`src/rtl/program_loader.sv`:
```
// rtl/program_loader.sv - byte-stream instruction loader that assembles MSB-first words into instruction memory
module program_loader #(
  parameter int MEM_DEPTH = 800,
  parameter int BASE_ADDR = 0
) (
  input  logic        Clock,
  input  logic        Reset,
  input  logic        Start,
  input  logic [9:0]  WordCount,
  input  logic [7:0]  ByteIn,
  input  logic        ByteValid,
  output logic        ByteReady,
  output logic        WriteEnable,
  output logic [31:0] WriteAddress,
  output logic [31:0] WriteData,
  output logic        Busy,
  output logic        Done,
  output logic        Error,
  output logic [7:0]  Checksum
);

  localparam logic [2:0] S_IDLE    = 3'd0;
  localparam logic [2:0] S_RECEIVE = 3'd1;
  localparam logic [2:0] S_WRITE   = 3'd2;
  localparam logic [2:0] S_DONE    = 3'd3;
  localparam logic [2:0] S_ERROR   = 3'd4;

  localparam logic [31:0] BASE_W = BASE_ADDR;
  localparam logic [31:0] MEM_W  = MEM_DEPTH;

  logic [2:0]  state_q, state_d;
  logic [9:0]  idx_q, idx_d;
  logic [1:0]  cnt_q, cnt_d;
  logic [31:0] word_q, word_d;
  logic [9:0]  wc_q, wc_d;
  logic [7:0]  sum_q, sum_d;
  logic [31:0] waddr_q, waddr_d;
  logic [31:0] wdata_q, wdata_d;
  logic        bad_count;

  // Range check is done in 32 bits so BASE_ADDR+WordCount cannot wrap.
  assign bad_count = (WordCount == 10'd0) || ((BASE_W + {22'd0, WordCount}) > MEM_W);

  always_comb begin
    state_d = state_q;
    idx_d   = idx_q;
    cnt_d   = cnt_q;
    word_d  = word_q;
    wc_d    = wc_q;
    sum_d   = sum_q;
    waddr_d = waddr_q;
    wdata_d = wdata_q;
    case (state_q)
      S_IDLE, S_DONE, S_ERROR: begin
        if (Start) begin
          if (bad_count) begin
            state_d = S_ERROR;
          end else begin
            state_d = S_RECEIVE;
            idx_d   = 10'd0;
            cnt_d   = 2'd0;
            sum_d   = 8'd0;
            wc_d    = WordCount;
          end
        end
      end
      S_RECEIVE: begin
        if (ByteValid) begin
          word_d = {word_q[23:0], ByteIn};
          sum_d  = sum_q + ByteIn;
          cnt_d  = cnt_q + 2'd1;
          // Address and data are captured here so they hold once WRITE ends.
          if (cnt_q == 2'd3) begin
            state_d = S_WRITE;
            waddr_d = BASE_W + {22'd0, idx_q};
            wdata_d = {word_q[23:0], ByteIn};
          end
        end
      end
      S_WRITE: begin
        if (idx_q == wc_q - 10'd1) begin
          state_d = S_DONE;
        end else begin
          idx_d   = idx_q + 10'd1;
          state_d = S_RECEIVE;
        end
      end
      default: state_d = S_IDLE;
    endcase
  end

  always_ff @(posedge Clock) begin
    if (Reset) begin
      state_q <= S_IDLE;
      idx_q   <= 10'd0;
      cnt_q   <= 2'd0;
      word_q  <= 32'd0;
      wc_q    <= 10'd0;
      sum_q   <= 8'd0;
      waddr_q <= 32'd0;
      wdata_q <= 32'd0;
    end else begin
      state_q <= state_d;
      idx_q   <= idx_d;
      cnt_q   <= cnt_d;
      word_q  <= word_d;
      wc_q    <= wc_d;
      sum_q   <= sum_d;
      waddr_q <= waddr_d;
      wdata_q <= wdata_d;
    end
  end

  assign ByteReady    = (state_q == S_RECEIVE);
  assign WriteEnable  = (state_q == S_WRITE);
  assign Busy         = (state_q == S_RECEIVE) || (state_q == S_WRITE);
  assign Done         = (state_q == S_DONE);
  assign Error        = (state_q == S_ERROR);
  assign WriteAddress = waddr_q;
  assign WriteData    = wdata_q;
  assign Checksum     = sum_q;

endmodule

```
`config.mk`:
```
export PLATFORM = sky130hd
export DESIGN_NAME = program_loader
export DESIGN_NICKNAME = d
export VERILOG_FILES = /design/src/rtl/program_loader.sv
export SDC_FILE = /design/constraint.sdc
export NUM_CORES = 1
export LEC_CHECK = 0
export BUFFER_PORTS_ARGS = -buffer_cell sky130_fd_sc_hd__buf_4
export CAP_MARGIN = 5
export CORE_MARGIN = 1.5
export CORE_UTILIZATION = 40
export DETAILED_ROUTE_END_ITERATION = 12
export PLACE_DENSITY = 0.61
export SETUP_SLACK_MARGIN = 0.4
export SLEW_MARGIN = 20
export SYNTH_ARGS = -nofsm -noshare
export SYNTH_HDL_FRONTEND = slang
export SYNTH_SLANG_ARGS = --single-unit
```
`constraint.sdc`:
```
create_clock -name Clock -period 4.2 [get_ports Clock]
set_input_delay 0.42 -clock Clock [delete_from_list [all_inputs] [get_ports Clock]]
set_output_delay 0.42 -clock Clock [all_outputs]
set_load 0.02 [all_outputs]
```
==> impl_metrics.csv, run 1 <==
group,metric,value,unit
worst_setup_path,criticalPathCategory,"flop to flop",
clock_network,cts_made_buffers,9,
worst_setup_path,critical-path-top-delay-family,"simple AND/OR/NAND/NOR gates",
timing,worst_pin_slew,1.07,ns
min_path,hold_class,"input port to flop",
final_layout,drive_gt1_frac,0.178,
pwr,ir_worst_vdd,0.197,mV
synthesis,synthCells,571,
synthesis,synth.area.mux_share,0.0241,
route,wl_per_cell,13.7,microns
synthesis,ys_types,52,
synthesis,synth-compound-area-share,0.177,
clock_network,insertion_delay,0.35,ns
final_layout,syn2layout_area_growth,18.5,%
floorplanning,design.die.area,0.0121,sq mm
pwr,powerDensity,417,mW/mm^2
timing,fin_crit_sh,0.605,
floorplanning,num_io_pins,99,
pwr,p_sw,628,uW
final_layout,finalInstanceArea,0.00542,sq mm
synthesis,synthArstFlopShare,0,
global_routing,grtUsageTotal,0.184,
worst_setup_path,crit_chain,"nor2b_1 > nor2b_1 > nand2_1 > o21ai_0 > nand3_1 > a21oi_1",
synthesis,synth_simple_gate_area_frac,0.225,
final_layout,nets,657,
timing,fmax,0.393,GHz
outcome,outcome,"completed",
synthesis,yosys_most_used_dff,"dfxtp_1",
timing,finalSetupViolCount,0,
floorplanning,die_h,110,microns
global_routing,met1_usage,0.252,
final_layout,utilization,0.494,
synthesis,ys_seq_area_frac,0.433,
route,antenna_left,0,
global_routing,met2_usage,0.280,
worst_setup_path,worstSetupEndpointType,"flop",
worst_setup_path,crit_arrival,2.81,ns
timing,skew,0.00751,ns
route,vias_per_cell,5.06,
worst_setup_path,slowest_stage,"nand2_1",
floorplanning,core,0.0110,sq mm
timing,finalSetupTns,0,ns
timing,min_period,2.54,ns
timing,finalHoldViolCount,0,
pwr,comb_power_share,0.160,
placement,place.gp.congestion,0.792,
pwr,clock_power_share,0.392,
synthesis,synth_warnings,0,
synthesis,synth_top_area_share,0.433,
clock_network,cts_root_buffer,"clkbuf_16",
worst_setup_path,crit_path_max_fanout,27,
synthesis,synth_top_cells_by_area,"dfxtp_1 43%, nand2_1 12%, a21oi_1 8.9%",
synthesis,synth-edff-count,0,
pwr,p_int,1.63,mW
global_routing,grt_first_pass_wirelength,17300,microns
worst_setup_path,cp_common_cell,"nor2b_1",
placement,dp_hpwl,7250,microns
worst_setup_path,critPathBufInv,0,
clock_network,cts-resized-gates,0,
route,drt-total-wl,10500,microns
route,drc,0,
timing,rsz0062_at_grt,"false",
floorplanning,start_util,0.417,
timing,hold_slack,0.315,ns
synthesis,avgSynthCellArea,8.02,sq um
pwr,sequentialPowerShare,0.448,
synthesis,synth_seq_cells,99,
placement,dpl_cell_area,0.00511,sq mm
synthesis,synth-adder-area-share,0.0317,
pwr,power,2.26,mW
global_routing,grt_pass1_vias,3550,
worst_setup_path,crit_required,4.47,ns
pwr,swShare,0.278,
flow_run,maxCapViolCount,0,
synthesis,synthesis.area,0.00458,sq mm
timing,drv_slew,0,
global_routing,grt_max_degree,101,
floorplanning,die_x,110,microns
route,dr.pass1.iters,4,
global_routing,busiest_layer,"met2",
timing,maxSlewHeadroom,0.287,
global_routing,grt.overflow.total,0,
clock_network,cts.sinks,99,
clock_network,cts_tree,"done",
route,vias,3889,
clock_network,cts_setup_buffers,0,
clock_network,cts_hold_buf,0,
global_routing,antenna_found_initial,0,
global_routing,met3_usage,0.0417,
worst_setup_path,start_kind,"flop",
floorplanning,rows,38,
synthesis,synth_xor_area_frac,0.0306,
route,dr.first_iter.drc_count,270,
synthesis,yosysTopAreaCell,"dfxtp_1",
clock_network,clk_pin_slew,0.07,ns
clock_network,h-tree-depth,3,
clock_network,max-clock-path-buffers,2,
worst_setup_path,max_stage_delay,0.65,ns
synthesis,synth_top_family_by_area,"simple AND/OR/NAND/NOR gates",
placement,io_buffers,76,
pwr,p_leak,2.16,nW
final_layout,diodes,0,
-- cells in the mapped netlist (2+ instances only) --
cell,number
a21o_1,4
a21oi_1,81
a22oi_1,6
a311oi_1,2
a31oi_1,8
and2_1,3
and3_1,9
buf_2,15
buf_4,23
clkbuf_1,21
dfxtp_1,99
ha_1,10
inv_1,6
mux2i_1,11
nand2_1,146
nand2b_1,4
nand3_1,10
nand4_1,5
nor2_1,32
nor2_2,2
nor2b_1,4
nor3_1,7
nor3_2,5
o2111a_1,5
o211ai_1,2
o21a_1,3
o21ai_0,8
or2_2,2
xnor2_1,8
xor2_1,8
-- stage by stage --
| step | worst slack [ns] | instances |
|---|---|---|
| after floorplan | 2.07 | 592 |
| final | 1.66 | 768 |
| after detailed placement | 1.72 | 753 |
| after CTS | 1.70 | 768 |
| after global placement | 1.74 | 753 |
| after global routing | 1.39 | 768 |
-- cell usage in the layout (no fill, tap or decap), drive strengths merged, types with 3 or more instances in the layout --
cell type and count:
nand3 10, ha 10, nand2b 4, nor2b 4
o2111a 5, buf 81, nand2 146, xnor2 8
a22oi 6, and3 9, dfxtp 99, inv 9
nor3 12, or2 3, clkbuf 10, o21ai 8
nand4 5, xor2 8, mux2i 11, a21o 4
o21a 3, conb 22, nor2 34, a31oi 8
a21oi 82, and2 3
-- flip-flops by register name, indices dropped and copies added, names as in the netlist --
register      flops
WriteData        32
cnt_q             2
Checksum          8
state_q           3
word_q           24
idx_q            10
wc_q             10
WriteAddress     10
-- power groups by stage --
| stage | Clock [mW] | Combinational (mW) | Sequential [mW] |
|---|---|---|---|
| 2_1_floorplan | 0 | 0.291 | 1.02 |
| 3_3_place_gp | 0 | 0.359 | 1.03 |
| 3_5_place_dp | 0 | 0.364 | 1.03 |
| 4_1_cts | 0.901 | 0.365 | 1.01 |
| 5_1_grt | 0.941 | 0.404 | 1.02 |
| 6_report | 0.887 | 0.363 | 1.01 |
-- logic make-up after synthesis --
kind of cell	count (synthesis)
compound gates	132
fa+ha+maj	11
other cells	1
simple gates	234
xor+xnor	16
mux	11
buf+inv	67
flops	99
-- worst paths after layout --
kind	from	to	slack [ns]	cells after the start
min	WordCount[0]	wc_q[0]	0.32	3
min reg2reg	WriteAddress[5]	WriteAddress[5]	0.45	2
max reg2reg	state_q[0]	Checksum[4]	1.66	6
max	state_q[0]	Checksum[4]	1.66	6
-- tightest hold or removal path, delay by kind of cell --
kind,cells,cell delay (ns)
multiplexers,1,0.06
buffers and inverters,1,0.08
AND/OR/NAND/NOR,1,0.07
-- routing by layer --
metal  vias to the layer above  share of wire
met1                      1780           0.47
met2                       100           0.46
met3                        13          0.055
met4                         0          0.018
li1                       1996              -
met5                         -              0
-- final cells by class --
type | count | area, sq um
multi-input combinational | 426 | 2320
inverter | 7 | 26.3
clock inverter | 5 | 86.3
clock buffer | 10 | 229
sequential | 99 | 1980
fill | 1071 | 5560
timing repair buffer | 81 | 608
tap | 140 | 175
No activity file was read; power rests on OpenSTA's default activity.
==> run 2: changes to the inputs <==
==> constraint.sdc (replaced) <==
create_clock -name Clock -period 2.4 [get_ports Clock]
set_input_delay 0.24 -clock Clock [delete_from_list [all_inputs] [get_ports Clock]]
set_output_delay 0.24 -clock Clock [all_outputs]
set_load 0.02 [all_outputs]
==> run 2 against run 1 <==
Routed wire length is 5.8% higher. Sequential cell count unchanged. Worst setup slack lost 1.2 ns. Register-to-register slack lost 1.2 ns. Count of clock-buffer cells in the layout grew 1. Power is 73% higher. Combinational power increased by 100%.
==> impl_metrics.csv, run 2 (synthesized netlist as in run 1, its figures left out) <==
group,metric,value,unit
final_layout,most-common-layout-cells,"146 x nand2_1, 88 x dfxtp_1, 88 x buf_4",
route,drt-total-wl,11100,microns
pwr,ir_worst_vdd,0.381,mV
route,dr.first_iter.drc_count,204,
final_layout,finalInstanceArea,0.00570,sq mm
timing,min_period,1.98,ns
placement,dpl_cell_area,0.00518,sq mm
pwr,clock_power_share,0.360,
final_layout,diodes,0,
route,wl_per_cell,14.2,microns
global_routing,grtUsageTotal,0.190,
final_layout,fin_cells,781,
floorplanning,rows,38,
timing,skew,0.00770,ns
worst_setup_path,r2r_setup_slack,0.42,ns
pwr,comb_power_share,0.187,
clock_network,cts_hold_buf,0,
global_routing,grt.overflow.total,0,
floorplanning,design.die.area,0.0121,sq mm
floorplanning,num_io_pins,99,
placement,pre_cts_ws,0.250,ns
global_routing,grt_first_pass_wirelength,17900,microns
worst_setup_path,crit_required,2.63,ns
timing,finalSetupViolCount,0,
pwr,p_sw,1.15,mW
final_layout,largest_register_ffs,32,
placement,io_buffers,76,
clock_network,insertion_delay,0.34,ns
timing,rsz0062_at_grt,"true",
worst_setup_path,startpoint,"idx_q[9]",
outcome,outcome,"completed",
pwr,swShare,0.294,
flow_run,maxCapViolCount,0,
route,vias_per_cell,5.13,
worst_setup_path,worstSetupEndpointType,"flop",
route,dr.pass1.iters,4,
clock_network,clk_pin_slew,0.07,ns
worst_setup_path,reg2reg_to,"idx_q[1]",
clock_network,h-tree-depth,3,
timing,finalSetupTns,0,ns
worst_setup_path,crit_arrival,2.21,ns
pwr,p_int,2.77,mW
clock_network,max-clock-path-buffers,2,
worst_setup_path,crit_path_max_fanout,5,
pwr,p_leak,2.24,nW
worst_setup_path,start_kind,"flop",
global_routing,antenna_found_initial,0,
timing,maxSlewHeadroom,0.587,
worst_setup_path,worstSetupEndpoint,"idx_q[1]",
placement,dp_hpwl,7520,microns
min_path,hold_class,"input port to flop",
timing,fin_ws,0.421,ns
placement,dp_cells,760,
worst_setup_path,r2r-start,"idx_q[9]",
route,antenna_left,0,
timing,finalHoldViolCount,0,
clock_network,cts_root_buffer,"clkbuf_16",
clock_network,cts.sinks,99,
floorplanning,start_util,0.417,
floorplanning,die_h,110,microns
pwr,powerDensity,688,mW/mm^2
clock_network,cts_tree,"done",
final_layout,utilization,0.519,
timing,worst_pin_slew,0.619,ns
placement,place.gp.congestion,0.876,
worst_setup_path,criticalPathCategory,"flop to flop",
pwr,sequentialPowerShare,0.454,
floorplanning,core,0.0110,sq mm
global_routing,grt_pass1_vias,3726,
route,drc,0,
timing,fin_crit_sh,0.825,
final_layout,syn2layout_area_growth,24.5,%
final_layout,final_common_cell,"nand2_1",
route,vias,4004,
final_layout,drive_gt1_frac,0.246,
global_routing,grt_max_degree,59,
timing,fmax,0.505,GHz
timing,drv_slew,0,
worst_setup_path,reg2reg_depth,8,
floorplanning,die_x,110,microns
clock_network,cts_made_buffers,9,
final_layout,nets,669,
run 2: area by class of cell:
cell class	count	area, sq um
Clock buffer	11	253
Clock inverter	5	41.3
Fill cell	1102	5290
Inverter	7	26.3
Multi-Input combinational cell	426	2470
Sequential cell	99	2010
Tap cell	140	175
Timing Repair Buffer	93	726
run 2: timing repair:
item | in CTS | in global routing
setup buffers | 0 | 3
pin swaps | 0 | 13
resized for setup | 11 | 34
gates cloned | 1 | 1
endpoints found under the setup margin | 13 | 81
run 2: power by group through the flow:
stage | clock (mW) | sequential (mW) | combinational (mW)
4_1_cts | 1.46 | 1.77 | 0.686
6_report | 1.41 | 1.78 | 0.733
3_5_place_dp | 0 | 1.81 | 0.673
5_1_grt | 1.52 | 1.79 | 0.802
3_3_place_gp | 0 | 1.80 | 0.661
2_1_floorplan | 0 | 1.79 | 0.511
run 2: routing by layer:
layer	GRT usage	wire length (microns)
met1	0.251	5230
met2	0.305	5230
met3	0.0282	433
met4	0.0872	227
met5	0	0
run 2: worst min-delay path by stage:
| stage | start | end | slack [ns] | cells after the start |
|---|---|---|---|---|
| after floorplan | ByteIn[0] | word_q[0] | 0.38 | 2 |
| after global placement | word_q[18] | word_q[18] | 0.44 | 2 |
| after detailed placement | word_q[22] | WriteData[30] | 0.44 | 2 |
| after CTS | WordCount[2] | wc_q[2] | 0.14 | 3 |
| after global routing | ByteIn[0] | WriteData[0] | 0.16 | 3 |
| final | WordCount[1] | wc_q[1] | 0.15 | 3 |
run 2: stage by stage:
stage | power, mW | hold WS, ns
finish | 3.92 | 0.153
global route | 4.12 | 0.158
CTS | 3.91 | 0.144
detailed placement | 2.48 | 0.443
global placement | 2.47 | 0.443
floorplan | 2.30 | 0.376
run 2: critical path, cell delays in order (launching register included):
cell and delay (ns):
dfxtp_4 0.38, xnor2_4 0.13, nor4b_2 0.26, a21oi_1 0.07
o41ai_2 0.31, o2111ai_4 0.21, buf_6 0.18, and3_4 0.14
o21ba_2 0.18
==> run 3: changes to the inputs <==
==> constraint.sdc (replaced) <==
create_clock -name Clock -period 2 [get_ports Clock]
set_input_delay 0.2 -clock Clock [delete_from_list [all_inputs] [get_ports Clock]]
set_output_delay 0.2 -clock Clock [all_outputs]
set_load 0.02 [all_outputs]
==> run 3 against run 2 <==
Die area stayed put. Hold slack worse by 0.062 ns. Count of clock-buffer cells in the layout stayed put. Sequential power is 19% higher. Sequential share of layout area is 4.7 points lower. Sequential cell count stayed put.
==> impl_metrics.csv, run 3 (synthesized netlist as in run 1, its figures left out) <==
group,metric,value,unit
worst_setup_path,crit_arrival,2.24,ns
global_routing,grt_pass1_vias,3844,
clock_network,max-clock-path-buffers,2,
final_layout,nets,706,
outcome,outcome,"completed",
timing,finalHoldViolCount,0,
timing,finalSetupViolCount,0,
clock_network,h-tree-depth,3,
final_layout,finalInstanceArea,0.00656,sq mm
route,antenna_left,0,
min_path,hold_class,"input port to flop",
clock_network,cts.sinks,99,
route,dr.pass1.iters,4,
timing,drv_slew,0,
global_routing,grt_first_pass_wirelength,19000,microns
floorplanning,core,0.0110,sq mm
clock_network,cts_tree,"done",
worst_setup_path,criticalPathCategory,"flop to flop",
floorplanning,die_x,110,microns
worst_setup_path,crit_required,2.29,ns
pwr,ir_worst_vdd,0.574,mV
worst_setup_path,reg2reg_depth,8,
final_layout,drive_gt1_frac,0.386,
global_routing,grtUsageTotal,0.206,
min_path,hold_path_depth,3,
final_layout,diodes,0,
route,vias_per_cell,5.26,
floorplanning,design.die.area,0.0121,sq mm
worst_setup_path,r2r-start,"Checksum[1]",
worst_setup_path,slowest_stage,"dfxtp_4",
timing,rsz0062_at_grt,"true",
floorplanning,rows,38,
final_layout,utilization,0.598,
global_routing,grt.overflow.total,0,
final_layout,final_common_cell,"nand2_1",
floorplanning,die_h,110,microns
worst_setup_path,crit_chain,"ha_4 > a21o_1 > a21oi_2 > o21ai_2 > o41ai_2 > xor2_1 > or3_1 > a31oi_1",
clock_network,cts_root_buffer,"clkbuf_16",
clock_network,insertion_delay,0.36,ns
placement,dpl_cell_area,0.00537,sq mm
timing,min_period,1.94,ns
route,vias,4302,
worst_setup_path,r2r_setup_slack,0.06,ns
final_layout,most-common-layout-cells,"118 x nand2_1, 105 x buf_4, 87 x dfxtp_1",
min_path,whs_endpoint,"wc_q[3]",
pwr,powerDensity,789,mW/mm^2
global_routing,antenna_found_initial,0,
placement,place.gp.congestion,0.831,
route,dr.first_iter.drc_count,249,
floorplanning,start_util,0.417,
worst_setup_path,max_stage_delay,0.36,ns
timing,skew,0.00750,ns
worst_setup_path,start_kind,"flop",
worst_setup_path,reg2reg_to,"Checksum[7]",
route,drc,0,
final_layout,syn2layout_area_growth,43.4,%
clock_network,cts_made_buffers,9,
global_routing,grt_max_degree,73,
placement,dp_hpwl,7670,microns
timing,fmax,0.514,GHz
flow_run,maxCapViolCount,0,
final_layout,largest_register_ffs,32,
worst_setup_path,crit_path_max_fanout,2,
floorplanning,num_io_pins,99,
clock_network,cts_hold_buf,0,
min_path,hold_start,"WordCount[3]",
clock_network,clk_pin_slew,0.07,ns
placement,io_buffers,76,
route,drt-total-wl,13100,microns
pwr,p_leak,2.85,nW
route,wl_per_cell,16.0,microns
worst_setup_path,worstSetupEndpointType,"flop",
timing,fin_crit_sh,0.972,
run 3: area by class of cell:
cell class                 count  area, sq um
clock buffer                  11          253
clock inverter                 5         66.3
fill                         945         4420
inverter                       7         28.8
multi-input combinational    427         2850
sequential                    99         2010
tap                          140          175
timing repair buffer         129         1180
run 3: worst max-delay path by stage:
stage | startpoint | slack [ns] | cells past startpoint | end
floorplan | Checksum[1] | 0.1 | 8 | Checksum[7]
global placement | ByteIn[0] | 0.05 | 10 | Checksum[6]
detailed placement | ByteIn[1] | -0.03 | 9 | Checksum[7]
CTS | Checksum[1] | 0.07 | 8 | Checksum[7]
global route | Checksum[1] | -0.02 | 8 | Checksum[7]
finish | Checksum[1] | 0.06 | 8 | Checksum[7]
run 3: through the flow:
step	setup TNS [ns]	total power, mW	setup WS [ns]	cells	hold WS, ns
6_report	0	5.18	0.0553	818	0.0905
5_1_grt	-0.0243	5.40	-0.0243	818	0.105
3_3_place_gp	0	3.05	0.0539	768	0.444
4_1_cts	0	5.02	0.0707	802	0.0919
3_5_place_dp	-0.0320	3.07	-0.0320	768	0.448
2_1_floorplan	0	2.83	0.0988	592	0.336
run 3: metal layers:
layer | part of all wire | routed length [microns] | GRT usage
met1 | 0.44 | 5800 | 0.274
met3 | 0.045 | 593 | 0.0382
met2 | 0.49 | 6410 | 0.316
met5 | 0 | 0 | 0
met4 | 0.021 | 274 | 0.111
run 3: where the power goes:
part,internal (mW),total (mW),switching (mW)
registers,2.04,2.12,0.0829
logic,0.547,1.18,0.631
clock network,1.06,1.88,0.822
run 3: critical path: cells and delay by family (launching register included):
family                   cells  cell delay [ns]
flip-flops                   1             0.36
AO/OA/AOI/OAI                5             0.85
adder cells (fa/ha/maj)      1             0.20
XOR/XNOR                     1             0.13
AND/OR/NAND/NOR              1             0.33
run 3: timing repair:
action                     CTS  global route
setup buffers               16             9
pin swaps                   14            60
resized for setup           26           113
cloned                       2             7
setup endpoints to repair   59            99
